File: src/rtl/alib_sqrt_pkg.sv
// alib_sqrt_pkg: shared definitions for the iterative square-root unit.
// Holds the FSM state encoding, the root-width derivation and the
// iteration-counter width helper used by alib_sqrt_iter.
package alib_sqrt_pkg;

  // FSM states, fixed 2-bit encoding.
  typedef enum logic [1:0] {
    ST_IDLE = 2'd0,
    ST_BUSY = 2'd1,
    ST_DONE = 2'd2
  } sqrt_state_e;

  // Root width: integer half of the radicand plus fractional bits.
  function automatic int unsigned out_w_f(input int unsigned in_w,
                                          input int unsigned frac_w);
    return (in_w / 2) + frac_w;
  endfunction

  // Counter width clog2(out_w), kept at least one bit wide for out_w == 1.
  function automatic int unsigned cnt_w_f(input int unsigned out_w);
    return (out_w > 1) ? $clog2(out_w) : 1;
  endfunction

endpackage

File: src/rtl/alib_sqrt_step.sv
// alib_sqrt_step: one combinational digit step of the restoring square root.
// Ports:
//   rem_i    partial remainder (OUT_W+2 bits, always < 2^OUT_W on entry)
//   root_i   partial root
//   pair_i   next radicand bit pair, MSB pair first
//   rem_c_o  remainder after this step
//   root_c_o root after this step
module alib_sqrt_step #(
  parameter  int unsigned OUT_W = 16,
  localparam int unsigned REM_W = OUT_W + 2
) (
  input  logic [REM_W-1:0] rem_i,
  input  logic [OUT_W-1:0] root_i,
  input  logic [1:0]       pair_i,
  output logic [REM_W-1:0] rem_c_o,
  output logic [OUT_W-1:0] root_c_o
);

  logic [REM_W-1:0] rem_sh_c;
  logic [REM_W-1:0] trial_c;
  logic             ge_c;

  // The incoming remainder never exceeds 2*root < 2^OUT_W, so dropping its
  // top two bits in the shift loses nothing.
  always_comb begin
    rem_sh_c = REM_W'({rem_i, pair_i});
    trial_c  = {root_i, 2'b01};
    ge_c     = (rem_sh_c >= trial_c);
    rem_c_o  = ge_c ? (rem_sh_c - trial_c) : rem_sh_c;
    root_c_o = (root_i << 1) | OUT_W'(ge_c);
  end

endmodule

File: src/rtl/alib_sqrt_iter.sv
// alib_sqrt_iter: sequential integer square root, one result bit per clock.
// Ports:
//   clk, rst_n        clock, asynchronous active-low reset
//   in_valid/in_ready radicand handshake (in_ready high only in IDLE)
//   in_data           unsigned radicand, IN_W bits
//   out_valid/out_ready result handshake (held until taken)
//   out_root          root with FRAC_W fractional bits, optionally rounded
//   out_rem           floor remainder X - floor_root^2
//   out_exact         remainder is zero
module alib_sqrt_iter
  import alib_sqrt_pkg::*;
#(
  parameter  int unsigned IN_W   = 32,
  parameter  int unsigned FRAC_W = 0,
  parameter  int unsigned ROUND  = 0,
  localparam int unsigned OUT_W  = out_w_f(IN_W, FRAC_W)
) (
  input  logic             clk,
  input  logic             rst_n,
  input  logic             in_valid,
  output logic             in_ready,
  input  logic [IN_W-1:0]  in_data,
  output logic             out_valid,
  input  logic             out_ready,
  output logic [OUT_W-1:0] out_root,
  output logic [OUT_W:0]   out_rem,
  output logic             out_exact
);

  localparam int unsigned X_W   = 2 * OUT_W;
  localparam int unsigned REM_W = OUT_W + 2;
  localparam int unsigned CNT_W = cnt_w_f(OUT_W);
  localparam logic [OUT_W-1:0] ROOT_MAX = '1;

  // Elaboration-time parameter checks.
  if (((IN_W % 2) != 0) || (IN_W < 2)) begin : g_bad_in_w
    $error("alib_sqrt_iter: IN_W must be even and >= 2");
  end
  if (FRAC_W > (IN_W / 2)) begin : g_bad_frac_w
    $error("alib_sqrt_iter: FRAC_W must be in 0..IN_W/2");
  end
  if (ROUND > 1) begin : g_bad_round
    $error("alib_sqrt_iter: ROUND must be 0 or 1");
  end

  sqrt_state_e      state_q, state_d;
  logic [CNT_W-1:0] cnt_q, cnt_d;
  logic [X_W-1:0]   x_q, x_d;
  logic [REM_W-1:0] rem_q, rem_d;
  logic [OUT_W-1:0] root_q, root_d;
  logic             in_ready_q, in_ready_d;
  logic             out_valid_q, out_valid_d;
  logic [OUT_W-1:0] out_root_q, out_root_d;
  logic [OUT_W:0]   out_rem_q, out_rem_d;
  logic             out_exact_q, out_exact_d;

  logic [REM_W-1:0] step_rem_c;
  logic [OUT_W-1:0] step_root_c;
  logic             round_up_c;

  // Single shared digit step fed by the top bit pair of the shifting radicand.
  alib_sqrt_step #(.OUT_W(OUT_W)) u_step (
    .rem_i    (rem_q),
    .root_i   (root_q),
    .pair_i   (x_q[X_W-1 -: 2]),
    .rem_c_o  (step_rem_c),
    .root_c_o (step_root_c)
  );

  // Round up when X - r^2 > r; never past the all-ones root.
  assign round_up_c = (ROUND != 0) &&
                      (step_rem_c > REM_W'(step_root_c)) &&
                      (step_root_c != ROOT_MAX);

  // Next-state and output-register logic.
  always_comb begin
    state_d     = state_q;
    cnt_d       = cnt_q;
    x_d         = x_q;
    rem_d       = rem_q;
    root_d      = root_q;
    in_ready_d  = in_ready_q;
    out_valid_d = out_valid_q;
    out_root_d  = out_root_q;
    out_rem_d   = out_rem_q;
    out_exact_d = out_exact_q;

    unique case (state_q)
      ST_IDLE: begin
        if (in_valid && in_ready_q) begin
          x_d        = X_W'(in_data) << (2 * FRAC_W);
          rem_d      = '0;
          root_d     = '0;
          cnt_d      = CNT_W'(OUT_W - 1);
          in_ready_d = 1'b0;
          state_d    = ST_BUSY;
        end
      end
      ST_BUSY: begin
        x_d    = x_q << 2;
        rem_d  = step_rem_c;
        root_d = step_root_c;
        if (cnt_q == '0) begin
          state_d     = ST_DONE;
          out_valid_d = 1'b1;
          out_root_d  = step_root_c + OUT_W'(round_up_c);
          out_rem_d   = (OUT_W + 1)'(step_rem_c);
          out_exact_d = (step_rem_c == '0);
        end else begin
          cnt_d = cnt_q - CNT_W'(1);
        end
      end
      ST_DONE: begin
        if (out_ready) begin
          out_valid_d = 1'b0;
          in_ready_d  = 1'b1;
          state_d     = ST_IDLE;
        end
      end
      default: begin
        out_valid_d = 1'b0;
        in_ready_d  = 1'b1;
        state_d     = ST_IDLE;
      end
    endcase
  end

  // State and datapath registers.
  always_ff @(posedge clk or negedge rst_n) begin
    if (!rst_n) begin
      state_q     <= ST_IDLE;
      cnt_q       <= '0;
      x_q         <= '0;
      rem_q       <= '0;
      root_q      <= '0;
      in_ready_q  <= 1'b1;
      out_valid_q <= 1'b0;
      out_root_q  <= '0;
      out_rem_q   <= '0;
      out_exact_q <= 1'b0;
    end else begin
      state_q     <= state_d;
      cnt_q       <= cnt_d;
      x_q         <= x_d;
      rem_q       <= rem_d;
      root_q      <= root_d;
      in_ready_q  <= in_ready_d;
      out_valid_q <= out_valid_d;
      out_root_q  <= out_root_d;
      out_rem_q   <= out_rem_d;
      out_exact_q <= out_exact_d;
    end
  end

  assign in_ready  = in_ready_q;
  assign out_valid = out_valid_q;
  assign out_root  = out_root_q;
  assign out_rem   = out_rem_q;
  assign out_exact = out_exact_q;

endmodule

File: config.mk
export PLATFORM = sky130hd
export DESIGN_NAME = alib_sqrt_iter
export DESIGN_NICKNAME = d
export VERILOG_FILES = /design/src/rtl/alib_sqrt_pkg.sv /design/src/rtl/alib_sqrt_step.sv /design/src/rtl/alib_sqrt_iter.sv
export SDC_FILE = /design/constraint.sdc
export NUM_CORES = 1
export LEC_CHECK = 0
export BUFFER_PORTS_ARGS = -buffer_cell sky130_fd_sc_hd__clkbuf_2
export CAP_MARGIN = 40
export CORE_MARGIN = 10
export CORE_UTILIZATION = 40
export DETAILED_ROUTE_END_ITERATION = 12
export PLACE_DENSITY = 0.7
export SLEW_MARGIN = 20
export SYNTH_ARGS = -nofsm -noshare
export SYNTH_HDL_FRONTEND = slang
export SYNTH_SLANG_ARGS = --single-unit
File: constraint.sdc
create_clock -name clk -period 2.8 [get_ports clk]
set_input_delay 0.28 -clock clk [delete_from_list [all_inputs] [get_ports clk]]
set_output_delay 0.28 -clock clk [all_outputs]
set_load 0.05 [all_outputs]
### Word-level counts from Yosys, hierarchy flattened

Index checks and enable logic that the tools add are counted.

* flip-flop bits (word level): 106
* output and inout port bits: 36
* input port bits: 36
* word-level logic and storage cells: 53

* mux-type cells: 20
* bitwise logic cells: 3
* equal/unequal tests: 6
* reductions and logical operators: 11
* $add $sub $neg: 2
* magnitude comparators: 1

Operator list (count)
* case mux 16 bit (2 select lines): 2
* case mux 32 bit (2 select lines): 1
* two-way mux 16 bit: 2
* two-way mux 32 bit: 1
* greater-or-equal comparator 18 bit: 1
* logical NOT 18 bit: 1
* two-way mux 18 bit: 1
* subtractor 18 bit: 1
* OR 16 x 1 -> 16 bit: 1
* AND reduction 3 bit: 4
* two-way mux 4 bit: 2
* inequality test 2 bit, second input constant: 4
* case mux 4 bit (2 select lines): 1
* two-way mux 2 bit: 3
* case mux 1 bit (3 select lines): 2
* case mux 2 bit (3 select lines): 1
* logical NOT 4 bit: 1
* two-way mux 1 bit: 4
* AND reduction 2 bit: 2
* subtractor 4 x 1 -> 4 bit, second input constant: 1
* == test 2 x 1 -> 1 bit, second input constant: 1
* == test 2 bit, second input constant: 1
* logical NOT 2 bit: 1
* inverter 1 bit: 2
* 2 further kinds: 2

### Logic depth before layout (Yosys ltp)

* depth after elaboration: 3
* gate-level depth with buffers: 12
* depth with buffers taken out: 11

### Cells and area by module

Synthesis repeated with hierarchy kept, for this count alone.

* cell total of the unflattened synthesis: 516
* area, all modules: 5890.6 um2

Modules (own cells, without submodules)
* alib_sqrt_iter: area an instance 4510.6 um2, cells each 332, seq. area each 2703.8 um2, instances 1
* alib_sqrt_step: area an instance 1380.1 um2, cells each 184, seq. area each 0.0 um2, instances 1

### Worst setup path before layout

No wires, ideal clock.

* path kind: reg-to-reg
* start: register rem_q[11]
* end: register out_exact_q (netlist: out_exact)
* cell stages (with the launch flop): 12
* setup slack: -0.038 ns
* buffers on the path: 1
* data arrival time: 2.746 ns
* setup time: 0.092 ns
* cell sequence: dfrtp_1 > ha_1 > a21oi_2 > o21ai_1 > or3_4 > a31oi_4 > nand2b_2 > buf_6 > mux2i_2 > nand3_1 > or4b_1 > o31ai_2

* cells in the longest elaborated chain, start to end: 3

Ends and longest elaborated chain
* start: declaration: line alib_sqrt_iter.sv:49 `logic [REM_W-1:0] rem_q, rem_d;`
* start signal: assignment: line alib_sqrt_iter.sv:145 `rem_q <= rem_d;`
* subtractor 18 bit / greater-or-equal comparator 18 bit (equally long branches): line alib_sqrt_step.sv:29, alib_sqrt_step.sv:28
* two-way mux 18 bit (*): line alib_sqrt_step.sv:29 `rem_c_o = ge_c ? (rem_sh_c - trial_c) : rem_sh_c;`
* logical NOT 18 bit (*): line alib_sqrt_iter.sv:108 `out_exact_d = (step_rem_c == '0);`
* end signal: assignment: line alib_sqrt_iter.sv:151 `out_exact_q <= out_exact_d;`
* end: declaration: line alib_sqrt_iter.sv:55 `logic out_exact_q, out_exact_d;`

Mark *: on every way between the ends. The rest lies on a longest branch, timed or not.
A chain may end at the register's enable or synchronous reset.

### Final worst setup path

* start: register root_q[11]
* end: register out_exact_q (netlist: out_exact)

* cells in the longest elaborated chain, start to end: 3

Ends and longest elaborated chain
* start: declaration: line alib_sqrt_iter.sv:50 `logic [OUT_W-1:0] root_q, root_d;`
* start signal: assignment: line alib_sqrt_iter.sv:146 `root_q <= root_d;`
* subtractor 18 bit / greater-or-equal comparator 18 bit (equally long branches): line alib_sqrt_step.sv:29, alib_sqrt_step.sv:28
* two-way mux 18 bit (*): line alib_sqrt_step.sv:29
* logical NOT 18 bit (*): line alib_sqrt_iter.sv:108

Marks and branches as above.

==> results.txt <==
----------------------------------------------------
[Synthesis]
  Total of flip-flops plus latches after synthesis ... 106
  Portion of synthesized cell area occupied by the leading cell type ... 49.28%
  Synth Flop Type ... sky130_fd_sc_hd__dfrtp_1
  Cell count after synthesis ... 558
  Syn_area_per_cell ... 9.554 sq um
  Cell type with the largest total area after synthesis ... sky130_fd_sc_hd__dfrtp_1
  Number of unique standard cell types used by synthesis ... 56
  Number of warnings printed during yosys synthesis ... 0
  Number of synthesized flops with an enable pin ... 0
  Post-Synthesis Cell Area ... 5331 sq um
  Post-Synthesis Net Count ... 613
  Async set or reset register ratio after synthesis ... 100.0%
  Leading cell types by total area after synthesis ... sky130_fd_sc_hd__dfrtp_1 (49%), sky130_fd_sc_hd__nand2_1 (8.2%), sky130_fd_sc_hd__mux2i_1 (7.7%)
  Sequential cell area fraction in the yosys report ... 49.78%

[Cells and area]
  Final net count ... 751
  Post-route cell area ... 7022 sq um
  Multi-input gate area ... 2698 sq um
  Layout filler cell count ... 1,204
  Final cell utilization of the core ... 53.45%
  Register area ... 2654 sq um
  Layout overhead on the synthesized area ... 31.71%
  Layout cell share with drive strength beyond 1 ... 30.81%
  ANT cells ... 0

[Timing]
  Transition time at the pin with the least slew margin ... 0.6095 ns
  Final worst-path setup slack ... -0.1725 ns
  Final setup fails ... 1
  Upper clock frequency limit ... 0.3364 GHz
  Pins over their slew limit ... 0
  Hold Violations, Final ... 28
  Worst slack on hold paths ... -0.01313 ns
  Final period util ... 106.2%
  Period minus WS final ... 2.972 ns
  Worst slew margin relative to its limit ... 59.37%
  Unrepaired setup endpoints after global routing ... yes
  Setup_tns ... -0.1725 ns
  Max Clock Skew ... 0.01077 ns

[Setup path]
  Worst path cell trace ... inv_2 -> ha_4 -> a21oi_4 -> o21ai_2 -> or3_4 -> a31oi_4 -> nand2b_4 -> mux2i_4 -> o2111ai_2 -> or4b_4 -> o31ai_2
  Startpoint of the most critical setup path ... root_q[11]
  CP endpoint kind ... flip-flop
  Number of buffers and inverters on the critical path ... 1
  Category of cells accounting for the largest share of critical-path delay ... simple AND/OR/NAND/NOR gates
  Data required time of the critical path ... 3.07 ns
  Arrival time reported for the critical path endpoint ... 3.24 ns
  Startpoint types ... flip-flop
  Maximum fanout count along the critical path ... 6
  Max incr delay on CP ... 0.56 ns
  Type of the setup path with the least slack ... flip-flop to flip-flop
  Critical Path Slowest Stage Cell ... sky130_fd_sc_hd__or4b_4
  Crit Reg-Reg Startpoint ... root_q[11]

[Routing]
  Routed wire length ... 13.18 mm
  Wire length per cell ... 15.02 microns
  Number of detailed-route iterations in the first pass ... 4
  Iteration-0 DRC count of the detailed router ... 245
  Post-route DRC violation count ... 0
  Remaining number of nets flagged by the antenna check after routing ... 0
  Total number of vias ... 4,448
  Via-to-Cell Ratio ... 5.072

[Floorplan]
  Starting density of the core ... 40.58%
  Die X-Extent ... 135.5 microns
  FP Rows ... 42
  Die boundary height ... 135.5 microns
  Core Box Area ... 13,140 sq um
  # IOs ... 72
  Die area ... 18,350 sq um

[Global route]
  Number of antenna violations at the first check in global routing ... 0
  First-pass GRT wire length ... 22.31 mm
  GR Util All Layers ... 14.84%
  Global-route congestion overflow total ... 0
  Largest net degree at the start of global routing ... 107
  Vias in the first global route ... 4,650

[Placed design]
  Gpl congestion ... 0.9028
  Hpwl dp ... 9.391 mm
  DP Worst Slack ... -0.2718 ns
  Standard cell area after detailed placement ... 6424 sq um
  Count of buffers from port buffering ... 71

[CTS]
  Clk sink count ... 106
  Count of hold-fix buffers inserted at cts ... 0
  CTS HTree Levels ... 3
  Clock tree root driver cell ... sky130_fd_sc_hd__clkbuf_16
  Worst-Skew Late Latency ... 0.36 ns
  Number of buffers created by CTS ... 9
  CTS tree ... done
  Max Root-Sink Buffers ... 2
  Clock-pin slew of the registers on the worst-case setup and hold paths ... 0.07 ns

[Power and ir drop]
  LEAKAGE ... 3.217 nW
  Worst IR Drop VDD ... 548.8 uV
  Power density normalized to cell area ... 1462 nW/um^2

[Status]
  Violations in the final reports ... hold timing, setup timing
  Result of the run ... finished with violations

[Worst hold path]
  Type of the most critical hold path ... input pin to async pin

[Job]
  Max-cap violations ... 0

----------------------------------------------------
==> per-stage QoR <==
stage	power, mW	std cells	hold slack, ns
2_1_floorplan	5.818	558	-0.01559
3_3_place_gp	7.831	850	0.3923
3_5_place_dp	7.930	850	0.3962
4_1_cts	9.795	872	0.01909
5_1_grt	11.05	877	0.03965
6_report	10.27	877	-0.01313
==> worst reg2reg max path, stage by stage (launching register included) <==
cell and delay, ns:
sky130_fd_sc_hd__dfrtp_1 0.40, sky130_fd_sc_hd__inv_2 0.09, sky130_fd_sc_hd__ha_4 0.22, sky130_fd_sc_hd__a21oi_4 0.16, sky130_fd_sc_hd__o21ai_2 0.08, sky130_fd_sc_hd__or3_4 0.37
sky130_fd_sc_hd__a31oi_4 0.30, sky130_fd_sc_hd__nand2b_4 0.17, sky130_fd_sc_hd__mux2i_4 0.21, sky130_fd_sc_hd__o2111ai_2 0.15, sky130_fd_sc_hd__or4b_4 0.56, sky130_fd_sc_hd__o31ai_2 0.18
==> power by group <==
| part | internal, mW | switching [mW] |
|---|---|---|
| Sequential | 2.01 | 0.329 |
| Combinational | 3.11 | 3.43 |
| Clock | 0.792 | 0.594 |
==> synth_stat cells (2+ instances only) <==
| cell type | count |
|---|---|
| sky130_fd_sc_hd__nand2_1 | 117 |
| sky130_fd_sc_hd__dfrtp_1 | 105 |
| sky130_fd_sc_hd__o21ai_0 | 73 |
| sky130_fd_sc_hd__mux2i_1 | 41 |
| sky130_fd_sc_hd__o22ai_1 | 32 |
| sky130_fd_sc_hd__clkbuf_1 | 26 |
| sky130_fd_sc_hd__inv_1 | 21 |
| sky130_fd_sc_hd__ha_1 | 19 |
| sky130_fd_sc_hd__a21oi_1 | 18 |
| sky130_fd_sc_hd__nor2_1 | 15 |
| sky130_fd_sc_hd__xor2_1 | 9 |
| sky130_fd_sc_hd__nor3_1 | 8 |
| sky130_fd_sc_hd__xnor2_1 | 7 |
| sky130_fd_sc_hd__a21o_1 | 5 |
| sky130_fd_sc_hd__buf_1 | 4 |
| sky130_fd_sc_hd__nor2b_1 | 4 |
| sky130_fd_sc_hd__a21oi_2 | 3 |
| sky130_fd_sc_hd__and3_1 | 3 |
| sky130_fd_sc_hd__nor4_1 | 3 |
| sky130_fd_sc_hd__o21ai_1 | 3 |
| sky130_fd_sc_hd__or2_2 | 3 |
| sky130_fd_sc_hd__a31oi_1 | 2 |
| sky130_fd_sc_hd__nand2b_1 | 2 |
| sky130_fd_sc_hd__nand4_1 | 2 |
| sky130_fd_sc_hd__o211ai_1 | 2 |
==> logic make-up after synthesis <==
family / count (synthesis) / synth area share (%)
flip-flops: 106 / 49.78
XOR/XNOR: 16 / 2.629
AND/OR/NAND/NOR: 168 / 13.78
buffers and inverters: 53 / 3.896
multiplexers: 42 / 7.956
AO/OA/AOI/OAI: 154 / 17.51
adder cells (fa/ha/maj): 19 / 4.459
==> cell type report <==
class / count / area share (%)
clock inverters: 7 / 1.408
clock buffers: 9 / 3.207
repair buffers: 159 / 14.91
flip-flops and latches: 106 / 37.79
well taps: 176 / 3.136
multi-input cells: 399 / 38.42
inverters: 21 / 1.123
==> final timing paths <==
check,to,slack (ns),depth (start not counted)
setup / recovery,out_exact,-0.17,11
hold reg to reg,out_root[13],0.48,2
min in group clk,state_q[1],0.12,2
setup reg to reg,out_exact,-0.17,11
max in group asynchronous,root_q[4],2.38,2
hold / removal,out_rem[15],-0.01,2
==> registers in the layout (all words and copies together), names as in the netlist <==
signal and count:
cnt_q 4, in_ready 1, out_exact 1, out_rem 17, out_root 16, out_valid 1, rem_q 16, root_q 16
state_q 2, x_q 32
==> routing by layer <==
| metal | vias up | global-route usage [%] | wire length [microns] |
|---|---|---|---|
| li1 | 2232 | - | - |
| met4 | 0 | 3.230 | 129 |
| met1 | 2116 | 17.40 | 5488 |
| met2 | 87 | 25.12 | 6625 |
| met3 | 13 | 5.786 | 931 |
| met5 | - | 0 | 0 |
==> cells in the final DEF (no fill, tap or decap), types with 3 or more instances in the layout <==
cell                        netlist  routed
sky130_fd_sc_hd__inv_6            0       3
sky130_fd_sc_hd__mux2i_1         41      38
sky130_fd_sc_hd__ha_4             0       4
sky130_fd_sc_hd__o21ai_0         73      72
sky130_fd_sc_hd__dfrtp_1        105     105
sky130_fd_sc_hd__clkbuf_16        0       9
sky130_fd_sc_hd__or2_2            3       3
sky130_fd_sc_hd__clkbuf_2         0      70
sky130_fd_sc_hd__nand2_1        117     115
sky130_fd_sc_hd__nor4_1           3       3
sky130_fd_sc_hd__nor3_4           0       3
sky130_fd_sc_hd__buf_4            0      86
sky130_fd_sc_hd__xor2_1           9       9
sky130_fd_sc_hd__a21o_1           5       5
sky130_fd_sc_hd__nor3_1           8       4
sky130_fd_sc_hd__ha_1            19      14
sky130_fd_sc_hd__and3_1           3       3
sky130_fd_sc_hd__xnor2_1          7       7
sky130_fd_sc_hd__o22ai_1         32      32
sky130_fd_sc_hd__nor2_1          15      15
sky130_fd_sc_hd__inv_1           21      19
sky130_fd_sc_hd__a21oi_1         18      18
==> timing repair <==
| item | CTS | global route |
|---|---|---|
| hold endpoints to repair | 0 | 0 |
| resized for setup | 18 | 15 |
| setup buffers | 6 | 5 |
| pin swaps | 4 | 9 |
| setup endpoints to repair | 3 | 2 |
Power figures use the tool's default switching activity.
